$ cat config.mk
export PLATFORM = sky130hd
export DESIGN_NAME = flux_rr_merger_flat
export DESIGN_NICKNAME = d
export VERILOG_FILES = /design/src/rtl/flux_rr_merger_if.sv /design/src/rtl/flux_rr_merger.sv /design/src/flat_wrapper.sv
export SDC_FILE = /design/constraint.sdc
export NUM_CORES = 1
export LEC_CHECK = 0
export ABC_AREA = 0
export CORE_MARGIN = 2
export CORE_UTILIZATION = 37
export DETAILED_ROUTE_END_ITERATION = 12
export GPL_TIMING_DRIVEN = 0
export PLACE_DENSITY_LB_ADDON = 0.12
export SLEW_MARGIN = 25
export SYNTH_ARGS = -nofsm -noshare
export SYNTH_HDL_FRONTEND = slang
export SYNTH_SLANG_ARGS = --single-unit
$ cat constraint.sdc
create_clock -name clk -period 2.1 [get_ports clk]
set_input_delay 0.63 -clock clk [delete_from_list [all_inputs] [get_ports clk]]
set_output_delay 0.63 -clock clk [all_outputs]
set_load 0.005 [all_outputs]
$ cat src/rtl/flux_rr_merger_if.sv
// rtl/flux_rr_merger_if.sv - producer channels and tagged FIFO write port of flux_rr_merger
interface flux_rr_merger_if #(
  parameter int DATA_WIDTH = 8,
  parameter int FLUX       = 2
) ();
  localparam int IDW = $clog2(FLUX);

  logic [FLUX*DATA_WIDTH-1:0]  in_data;
  logic [FLUX-1:0]             in_valid;
  logic [FLUX-1:0]             in_ready;
  logic [DATA_WIDTH+IDW-1:0]   din;
  logic                        write;
  logic [FLUX-1:0]             full;

  modport master (
    output in_data, in_valid, full,
    input  in_ready, din, write
  );

  modport slave (
    input  in_data, in_valid, full,
    output in_ready, din, write
  );
endinterface

$ cat src/rtl/flux_rr_merger.sv
// rtl/flux_rr_merger.sv - round-robin bounded-burst merger of FLUX channels into a tagged FIFO port
// Optional per-flux beat and stall counters when FLUX_RR_MERGER_STATS_EN is defined.
module flux_rr_merger #(
  parameter int DATA_WIDTH = 8,
  parameter int FLUX       = 2,
  parameter int BURST      = 4
) (
  input  logic                 clk,
  input  logic                 rst,
  flux_rr_merger_if.slave      bus
`ifdef FLUX_RR_MERGER_STATS_EN
  ,
  output logic [FLUX*16-1:0]   beat_count,
  output logic [15:0]          stall_count
`endif
);
  localparam int IDW = $clog2(FLUX);
  localparam int CW  = $clog2(BURST + 1);
  localparam logic [CW-1:0]  BURST_C = CW'(BURST);
  localparam logic [IDW-1:0] LAST_ID = IDW'(FLUX - 1);

  typedef enum logic {ST_OPEN, ST_LOCKED} state_t;

  state_t                 state_q, state_d;
  logic [IDW-1:0]         lock_id_q, lock_id_d;
  logic [IDW-1:0]         ptr_q, ptr_d;
  logic [CW-1:0]          beat_cnt_q, beat_cnt_d;

  logic [FLUX-1:0]        elig;
  logic                   grant_vld;
  logic                   continuing;
  logic [IDW-1:0]         grant_id;
  logic [IDW-1:0]         cand;
  logic [DATA_WIDTH-1:0]  payload;
  logic                   write_en;

  function automatic logic [IDW-1:0] wrap_add(input logic [IDW-1:0] base, input int off);
    int s;
    s = int'(base) + off;
    if (s >= FLUX) s = s - FLUX;
    return IDW'(s);
  endfunction

  always_ff @(posedge clk) begin
    if (rst) begin
      state_q    <= ST_OPEN;
      lock_id_q  <= '0;
      beat_cnt_q <= '0;
      ptr_q      <= '0;
    end else begin
      state_q    <= state_d;
      lock_id_q  <= lock_id_d;
      beat_cnt_q <= beat_cnt_d;
      ptr_q      <= ptr_d;
    end
  end

  always_comb begin
    elig       = bus.in_valid & ~bus.full;
    grant_vld  = 1'b0;
    grant_id   = '0;
    cand       = '0;
    payload    = '0;
    state_d    = state_q;
    lock_id_d  = lock_id_q;
    beat_cnt_d = beat_cnt_q;
    ptr_d      = ptr_q;

    // An open burst keeps the grant only while its owner stays eligible.
    continuing = (state_q == ST_LOCKED) && elig[lock_id_q];
    if (continuing) begin
      grant_vld = 1'b1;
      grant_id  = lock_id_q;
    end else begin
      for (int k = 0; k < FLUX; k++) begin
        cand = wrap_add(ptr_q, k);
        if (!grant_vld && elig[cand]) begin
          grant_vld = 1'b1;
          grant_id  = cand;
        end
      end
    end

    for (int k = 0; k < FLUX; k++) begin
      if (grant_id == IDW'(k)) payload = bus.in_data[k*DATA_WIDTH +: DATA_WIDTH];
    end

    if (grant_vld) begin
      if (continuing) begin
        beat_cnt_d = beat_cnt_q + CW'(1);
      end else begin
        beat_cnt_d = CW'(1);
        lock_id_d  = grant_id;
        ptr_d      = (grant_id == LAST_ID) ? '0 : grant_id + IDW'(1);
      end
      state_d = (beat_cnt_d < BURST_C) ? ST_LOCKED : ST_OPEN;
    end else if (state_q == ST_LOCKED) begin
      state_d = ST_OPEN;
    end

    write_en     = grant_vld && !rst;
    bus.write    = write_en;
    bus.in_ready = write_en ? (FLUX'(1) << grant_id) : '0;
    bus.din      = write_en ? {grant_id, payload} : '0;
  end

`ifdef FLUX_RR_MERGER_STATS_EN
  always_ff @(posedge clk) begin
    if (rst) begin
      beat_count  <= '0;
      stall_count <= '0;
    end else begin
      for (int k = 0; k < FLUX; k++) begin
        if (write_en && grant_id == IDW'(k))
          beat_count[k*16 +: 16] <= beat_count[k*16 +: 16] + 16'd1;
      end
      if ((|bus.in_valid) && !write_en) stall_count <= stall_count + 16'd1;
    end
  end
`endif
endmodule
$ cat src/flat_wrapper.sv
// flat-port wrapper written by rule: the top's interface ports become plain ports
module flux_rr_merger_flat 
#(
  parameter int DATA_WIDTH = 8,
  parameter int FLUX       = 2,
  parameter int BURST      = 4
)
  (clk, rst, bus_in_data, bus_in_valid, bus_full, bus_in_ready, bus_din, bus_write);
  flux_rr_merger_if #(.DATA_WIDTH(DATA_WIDTH), .FLUX(FLUX)) bus_i ();
  input  logic clk;
  input  logic rst;
  input wire logic [$bits(bus_i.in_data)-1:0] bus_in_data;
  input wire logic [$bits(bus_i.in_valid)-1:0] bus_in_valid;
  input wire logic [$bits(bus_i.full)-1:0] bus_full;
  output wire logic [$bits(bus_i.in_ready)-1:0] bus_in_ready;
  output wire logic [$bits(bus_i.din)-1:0] bus_din;
  output wire logic [$bits(bus_i.write)-1:0] bus_write;
  assign bus_i.in_data = bus_in_data;
  assign bus_i.in_valid = bus_in_valid;
  assign bus_i.full = bus_full;
  assign bus_in_ready = bus_i.in_ready;
  assign bus_din = bus_i.din;
  assign bus_write = bus_i.write;
  flux_rr_merger #(.DATA_WIDTH(DATA_WIDTH), .FLUX(FLUX), .BURST(BURST)) u_core (.clk(clk), .rst(rst), .bus(bus_i));
endmodule
== After elaboration in Yosys (flattened, before gate mapping) ==
Cells that the tools add are included.

* Mux-type cells: 24
* Order comparisons: 6
* Shift-type cells: 1
* Reduce and logical (&&, ||, !) cells: 7
* Bitwise logic cells: 4
* $add $sub $neg: 5

{| class="wikitable"
|+ Operators with widths
! kind !! count
|-
| two-way mux 1 bit || 19
|-
| two-way mux 9 bit || 1
|-
| two-way mux 8 bit || 1
|-
| < comparator 1 x 2 -> 1 bit (second input constant) || 3
|-
| two-way mux 3 bit || 2
|-
| adder 3 x 1 -> 3 bit (second input constant) || 1
|-
| logical AND 1 bit || 3
|-
| < comparator 3 bit (second input constant) || 1
|-
| adder 1 x 1 -> 2 bit (second input constant) || 1
|-
| AND 2 bit || 1
|-
| greater-or-equal comparator 1 x 2 -> 1 bit (second input constant) || 1
|-
| greater-or-equal comparator 2 bit (second input constant) || 1
|-
| zero test 1 bit || 2
|-
| two-way mux 2 bit || 1
|-
| NOT 1 bit || 2
|-
| NOT 2 bit || 1
|-
| AND reduction 2 bit || 1
|-
| OR reduction 2 bit || 1
|-
| << shifter 1 x 1 -> 2 bit (first input constant) || 1
|-
| subtractor 1 bit (second input constant) || 2
|-
| adder 1 bit (second input constant) || 1
|}

* Register bits: 6
* Logic and storage cells: 51
* Bits of input ports: 22
* Output and inout bits: 12

== Longest topological paths before layout ==
Gate-level depths: netlist of the first run.

* Word-level depth: 17
* Depth in mapped cells: 5
* Depth with buffers taken out: 4

== Worst setup path before layout of the first run ==
OpenSTA, ideal clock, no wires.

* Path type: input -> output
* Start point: in bus_in_valid[0]
* End point: out bus_in_ready[1]
* Stages on the path: 5
* Setup slack: 0.044 ns
* Arrival time: 1.426 ns
* Data required time: 1.470 ns
* Cells stage by stage: nor2b_1 > clkbuf_1 > a31oi_1 > nor2b_1 > buf_4

* Cells in the longest elaborated chain, start to end: 11
* Elaborated cells between the ends (all ways): 20
* Classes of those cells: shift: 1; mux: 14; bitwise: 1; reduce/logical: 4

{| class="wikitable"
|+ Ends and longest elaborated chain
! item !! line !! source
|-
| start: declaration || flat_wrapper.sv:13 || <nowiki>input wire logic [$bits(bus_i.in_valid)-1:0] bus_in_valid;</nowiki>
|-
| AND 2 bit * || flux_rr_merger.sv:59 || <nowiki>elig = bus.in_valid & ~bus.full;</nowiki>
|-
| two-way mux 1 bit (not written as such) (2 in series) || flux_rr_merger.sv:77 || <nowiki>if (!grant_vld && elig[cand]) begin</nowiki>
|-
| two-way mux 1 bit || flux_rr_merger.sv:77 ||
|-
| two-way mux 1 bit || flux_rr_merger.sv:71 || <nowiki>if (continuing) begin</nowiki>
|-
| zero test 1 bit || flux_rr_merger.sv:77 ||
|-
| logical AND 1 bit || flux_rr_merger.sv:77 ||
|-
| two-way mux 1 bit || flux_rr_merger.sv:77 ||
|-
| two-way mux 1 bit || flux_rr_merger.sv:71 ||
|-
| << shifter 1 x 1 -> 2 bit / logical AND 1 bit (equally long branches) || flux_rr_merger.sv:103, flux_rr_merger.sv:101 ||
|-
| two-way mux 2 bit * || flux_rr_merger.sv:103 || <nowiki>bus.in_ready = write_en ? (FLUX'(1) << grant_id) : '0;</nowiki>
|-
| end: declaration || flat_wrapper.sv:15 || <nowiki>output wire logic [$bits(bus_i.in_ready)-1:0] bus_in_ready;</nowiki>
|}

Every way passes the cells marked *; elsewhere a longest branch is shown, timed or not. The select of a mux whose other input is x is not followed.

== Final worst setup path of the first run ==
* Start point: in bus_full[0]
* End point: out bus_din[1]

* Cells in the longest elaborated chain, start to end: 12
* Elaborated cells between the ends (all ways): 21
* Classes of those cells: mux: 15; bitwise: 2; reduce/logical: 4

{| class="wikitable"
|+ Ends and longest elaborated chain
! item !! line !! source
|-
| start: declaration || flat_wrapper.sv:14 || <nowiki>input wire logic [$bits(bus_i.full)-1:0] bus_full;</nowiki>
|-
| NOT 2 bit * || flux_rr_merger.sv:59 ||
|-
| AND 2 bit * || flux_rr_merger.sv:59 ||
|-
| two-way mux 1 bit (not written as such) (2 in series) || flux_rr_merger.sv:77 ||
|-
| two-way mux 1 bit || flux_rr_merger.sv:77 ||
|-
| two-way mux 1 bit || flux_rr_merger.sv:71 ||
|-
| zero test 1 bit || flux_rr_merger.sv:77 ||
|-
| logical AND 1 bit || flux_rr_merger.sv:77 ||
|-
| two-way mux 1 bit || flux_rr_merger.sv:77 ||
|-
| two-way mux 1 bit || flux_rr_merger.sv:71 ||
|-
| two-way mux 8 bit / logical AND 1 bit (equally long branches) || flux_rr_merger.sv:85, flux_rr_merger.sv:101 ||
|-
| two-way mux 9 bit * || flux_rr_merger.sv:104 || <nowiki>bus.din = write_en ? {grant_id, payload} : '0;</nowiki>
|-
| end: declaration || flat_wrapper.sv:16 || <nowiki>output wire logic [$bits(bus_i.din)-1:0] bus_din;</nowiki>
|}

Marks and branches as above.

==> results of run 1 <==
==> metal layers <==
layer,track usage [%],vias up,share of wire [%]
li1,-,423,-
met1,32.1,447,38
met2,47.6,73,48
met3,6.94,20,10
met4,17.6,0,4.6
met5,0,-,0
==> worst paths after layout <==
path                   startpoint              endpoint
min reg2reg  u_core.beat_cnt_q[2]  u_core.beat_cnt_q[2]
min          u_core.beat_cnt_q[2]  u_core.beat_cnt_q[2]
max                   bus_full[0]            bus_din[1]
max reg2reg        u_core.state_q          u_core.ptr_q
==> power by group through the flow <==
stage | Clock, mW | Combinational [mW] | Sequential, mW
2_1_floorplan | 0 | 0.0589 | 0.126
3_3_place_gp | 0 | 0.138 | 0.127
3_5_place_dp | 0 | 0.141 | 0.127
4_1_cts | 0.112 | 0.175 | 0.125
5_1_grt | 0.121 | 0.199 | 0.128
6_report | 0.121 | 0.190 | 0.127
==> stage by stage <==
| step | util, % | cells | instance area (um^2) | setup WS, ns |
|---|---|---|---|---|
| 6_report | 79.4 | 145 | 1200 | -0.154 |
| 5_1_grt | 79.4 | 145 | 1200 | -0.188 |
| 4_1_cts | 76.6 | 143 | 1150 | -0.110 |
| 3_5_place_dp | 62.7 | 129 | 945 | -1.14 |
| 3_3_place_gp | 62.7 | 129 | 945 | -1.13 |
| 2_1_floorplan | - | 80 | 594 | 0.0443 |
==> critical path: cells and delay by family <==
| family | cells | cell delay (ns) |
|---|---|---|
| AO/OA/AOI/OAI | 2 | 0.35 |
| AND/OR/NAND/NOR | 1 | 0.14 |
| buffers and inverters | 4 | 0.49 |
==> registers in the layout, indices dropped and copies added, names as in the netlist <==
register	cells
u_core.beat_cnt_q	3
u_core.lock_id_q	1
u_core.state_q	1
u_core.ptr_q	1
==> cells in the mapped netlist, drive strengths merged (2+ instances only) <==
cell / instances / share of area [%]
clkbuf: 7 / 4.4
nand4: 8 / 8.4
o21ai: 4 / 3.4
nand2b: 3 / 3.2
dfxtp: 6 / 20
o211ai: 8 / 10
a21oi: 5 / 4.2
nor2b: 3 / 3.2
buf: 2 / 2.1
a31oi: 9 / 9.5
a22oi: 8 / 10
nand3: 2 / 1.7
==> cell families (layout without fill, tap and decap cells) <==
| logic type | after synthesis | count (layout) |
|---|---|---|
| compound gates | 37 | 37 |
| flops | 6 | 6 |
| fa+ha+maj | 1 | 1 |
| xor+xnor | 1 | 1 |
| simple gates | 25 | 25 |
| buf+inv | 10 | 59 |
==> timing repair <==
item,in CTS,in global routing
gates resized for setup,105,14
pin swaps,11,10
gates cloned,1,0
hold endpoints to repair,0,0
setup endpoints to repair,12,12
setup buffers,13,2
==> final cells by class <==
class / count / area share (%)
multi-input combinational: 64 / 43.3
buffer: 6 / 6.59
sequential: 6 / 10.0
tap: 16 / 1.67
timing repair buffer: 49 / 36.2
inverter: 1 / 0.314
clock buffer: 3 / 1.88
==> flow_summary.toml, run 1 <==
[sta]
worst_pin_slew_ns = 0.246
fin_ws_ns = -0.154
setup_tns_ns = -0.996
fmax_mhz = 444
clock_skew_ns = 0.0222
rsz0062_at_grt = "true"
min_period_over_period_pct = 107
hold_viol = 0
whs_ns = 0.484
setup_viol = 10
drv_slew = 0
slew_headroom_pct = 83.6
period_needed_ns = 2.25

[clock_tree]
clock_path_buffers = 2
cts_hold_buf = 0
clk_latency_ns = 0.27
cts_sinks = 6
cts_made_buffers = 3
htreeDepth = 1
cts_tree = "yes"
cts_root_buf = "clkbuf_4"
clkTransAtPathRegs_ns = 0.04

[flow_run]
maxCapViolations = 0

[logic_synthesis]
ys_warn_count = 0
synth_top_family_by_area = "compound AO/OA/AOI/OAI gates"
ys_seq_elements = 6
synth_xor_area_share_pct = 1.47
synthAdderAreaFrac_pct = 2.11
synth_edf_count = 0
synth_compound_area_share_pct = 41.1
synthMuxAreaShare_pct = 0
synth_area_um2 = 594
synthFlopType = "dfxtp_1"
yosysSeqAreaShare_pct = 20.2
yosysUniqueCellTypes = 29
synthSimpleGateAreaFrac_pct = 28.0
postSynthAreaPerCell_um2 = 7.43
synth_nets = 103
netlist_instances = 80
async_reset_ff_share_pct = 0

[power]
p_int_mw = 0.294
combPwrFrac_pct = 43.3
power_mw = 0.439
ir_worst_vdd_uv = 356
leakage_nw = 0.526
power.switching_mw = 0.144
p_clk_share_pct = 27.6
power.density_mw_per_mm2 = 367
seqPwrFrac_pct = 29.0
p_sw_share_pct = 32.9

[global_routing]
antenna_found_initial = 0
grt-ovfl-total = 0
track_usage_pct = 28.4
grt_max_degree = 11
grt_pass1_wl_um = 4050
grt_pass1_vias = 925

[floorplan]
initial_utilization_pct = 39.5
die_w_um = 44.1
die_height_um = 44.1
num_io_pins = 34
die_area_mm2 = 0.00194
num_rows = 14
core-area_mm2 = 0.00151

[placement]
port_buffers = 33
dp_hpwl_um = 1420
place.gp.congestion = 0.786

[worst_setup_path]
cp_cell_sequence = "buf_8 > nand2b_4 > a21o_1 > buf_8 > buf_6 > a31oi_1 > buf_2"
max_stage_delay_ns = 0.21
crit_path_top_delay_cell = "a21o_1"
worst-endpoint-arrival_ns = 1.62
worstSetupPathType = "in -> out"
r2r_setup_slack_ns = 0.38
worstSetupStartpointType = "input port"
endpoint_kind = "output pin"
critPathRequiredTime_ns = 1.47
cp_common_cell = "buf_8"
reg2regPathDepth = 6
path_max_fanout = 8

[drt]
wl_per_cell_um = 18.8
drtIter0Drc = 52
drc = 0
wl_um = 2730
drtAntennaViolNets = 0
vias = 963
dr.pass1.iters = 4
routed_via_density = 6.64

[worst_hold_path]
whs_path_depth = 2
hold_path_class = "reg -> reg"

[cells_and_area]
multi_input_area_um2 = 518
ff_latch_area_um2 = 120
layout_common_cells = "clkdlybuf4s50_1 (14), buf_2 (12), buf_6 (9), buf_4 (9)"
layout_commonest_cell = "clkdlybuf4s50_1"
drive_above_1_share_pct = 44.2
n_antenna_cell = 0
nNetsFinal = 154
area_growth_pct = 101
num-fill-cells = 96

[outcome]
violations = "setup timing"
status = "finished, violations left"
(Power assumes the default switching activity.)
==> run 2, diff against run 1 <==
- CORE_MARGIN: 2 -> not set
- TNS_END_PERCENT: not set -> 5
==> run 2 against run 1 <==
Against the previous run: the run still ends with setup timing left; sequential cell count stayed put; sequential power is essentially flat; wire length down 15%; critical path type unchanged; critical endpoint is now bus_din[3]; largest cell class unchanged.
==> flow_summary.toml, run 2 (synthesized netlist as in run 1, its figures left out) <==
[outcome]
status = "finished, violations left"
violations = "setup timing"

[placement]
dp_hpwl_um = 1400
place_area_um2 = 945
port_buffers = 33
place.gp.congestion = 0.826

[worst_setup_path]
max_stage_delay_ns = 0.21
cp.buffers_inverters = 4
endpoint_kind = "output pin"
cp_common_cell = "buf_8"
path_max_fanout = 7
worst-endpoint-arrival_ns = 1.60
crit_path_top_delay_cell = "a21o_1"
cp_top_family = "buffers and inverters"
critPathRequiredTime_ns = 1.47
cp_cell_sequence = "buf_8 > nand2b_4 > a21o_1 > buf_8 > buf_6 > a31oi_1 > buf_2"
worstSetupStartpointType = "input port"
worstSetupPathType = "in -> out"

[global_routing]
track_usage_pct = 27.2
grt_max_degree = 11
grt-ovfl-total = 0
grt_pass1_vias = 865
antenna_found_initial = 0
grt_pass1_wl_um = 3830

[cells_and_area]
top_register = "u_core.beat_cnt_q"
layout_common_cells = "clkdlybuf4s50_1 (13), buf_2 (13), o211ai_1 (8), nand4_1 (8), a22oi_1 (8)"
largest_reg_flops = 3
nNetsFinal = 151
ff_latch_area_um2 = 121
drive_above_1_share_pct = 40.5
multi_input_area_um2 = 517
n_antenna_cell = 0
area_growth_pct = 95.2
stdcell_area_mm2 = 0.00116
num-fill-cells = 112

[clock_tree]
cts_sinks = 6
clock_path_buffers = 2
cts_root_buf = "clkbuf_4"
cts_tree = "yes"
clk_latency_ns = 0.24
clkTransAtPathRegs_ns = 0.04
cts_made_buffers = 3
cts_hold_buf = 0
htreeDepth = 1

[floorplan]
die_height_um = 42.1
num_rows = 14
die_area_mm2 = 0.00177
core-area_mm2 = 0.00151
num_io_pins = 34
initial_utilization_pct = 39.5
die_w_um = 42.1

[power]
p_int_mw = 0.290
leakage_nw = 0.496
power.switching_mw = 0.120
ir_worst_vdd_uv = 406
seqPwrFrac_pct = 31.3
combPwrFrac_pct = 44.1
power.density_mw_per_mm2 = 354
p_sw_share_pct = 29.2
p_clk_share_pct = 24.5

[drt]
vias = 896
wl_um = 2330
routed_via_density = 6.31
wl_per_cell_um = 16.4
drc = 0
dr.pass1.iters = 4
drtIter0Drc = 32
drtAntennaViolNets = 0

[worst_hold_path]
hold_path_class = "reg -> reg"

[sta]
min_period_over_period_pct = 106
worst_pin_slew_ns = 0.291
clock_skew_ns = 0.00178
whs_ns = 0.466
period_needed_ns = 2.23
fin_ws_ns = -0.134
rsz0062_at_grt = "true"
hold_viol = 0
setup_viol = 10
slew_headroom_pct = 80.5
drv_slew = 0
fmax_mhz = 448

[flow_run]
maxCapViolations = 0
-- run 2: worst paths after layout --
check	startpoint	endpoint	slack, ns	cells past startpoint
min	u_core.beat_cnt_q[1]	u_core.beat_cnt_q[1]	0.47	2
min reg2reg	u_core.beat_cnt_q[1]	u_core.beat_cnt_q[1]	0.47	2
max	bus_full[0]	bus_din[3]	-0.13	7
max reg2reg	u_core.lock_id_q	u_core.ptr_q	0.62	4
-- run 2: power groups by stage --
| stage | clock, mW | combinational (mW) | sequential (mW) |
|---|---|---|---|
| final | 0.101 | 0.181 | 0.129 |
| after global routing | 0.110 | 0.194 | 0.129 |
| after CTS | 0.105 | 0.168 | 0.126 |
| after detailed placement | 0 | 0.141 | 0.127 |
| after global placement | 0 | 0.138 | 0.127 |
| after floorplan | 0 | 0.0589 | 0.126 |
-- run 2: final cells by class --
type / count / area share [%]
flip-flops and latches: 6 / 10.5
well taps: 16 / 1.73
clock buffers: 3 / 1.94
inverters: 1 / 0.324
plain buffers: 6 / 6.58
multi-input cells: 65 / 44.6
repair buffers: 45 / 34.4
-- run 2: stage by stage --
step | cells | utilization (%) | setup TNS, ns | power (mW) | worst slack, ns
floorplan | 80 | - | 0 | 0.185 | 0.0443
finish | 142 | 77.0 | -0.667 | 0.410 | -0.134
global route | 142 | 77.0 | -1.15 | 0.432 | -0.190
CTS | 142 | 74.0 | -0.725 | 0.399 | -0.145
global placement | 129 | 62.7 | -12.61 | 0.266 | -1.11
detailed placement | 129 | 62.7 | -12.89 | 0.268 | -1.13
-- run 2: per-layer routing --
layer | up-vias | part of all wire [%] | GRT usage (%) | wire [um]
met5 | - | 0 | 0 | 0
met4 | 0 | 0.086 | 7.50 | 2
met3 | 2 | 6.4 | 3.88 | 149
met2 | 46 | 53 | 47.2 | 1230
met1 | 427 | 41 | 35.1 | 950
li1 | 421 | - | - | -
-- run 2: what timing repair did --
| action | 4_1_cts | 5_1_grt |
|---|---|---|
| pin swaps | 8 | 7 |
| gates cloned | 1 | 0 |
| setup endpoints to repair | 12 | 11 |
| buffers inserted | 12 | 0 |
| resized for setup | 109 | 13 |
-- run 2: worst register-to-register path, stage by stage, from the launching register on --
cell and delay [ns]:
dfxtp_1 0.36, and4b_2 0.31, buf_4 0.16, or4_1 0.47
a21oi_1 0.13
==> run 3, diff against run 2 <==
- CAP_MARGIN: not set -> 10
==> results of run 3 <==
The final DEF is identical to that of run 2; final timing and power are the same.
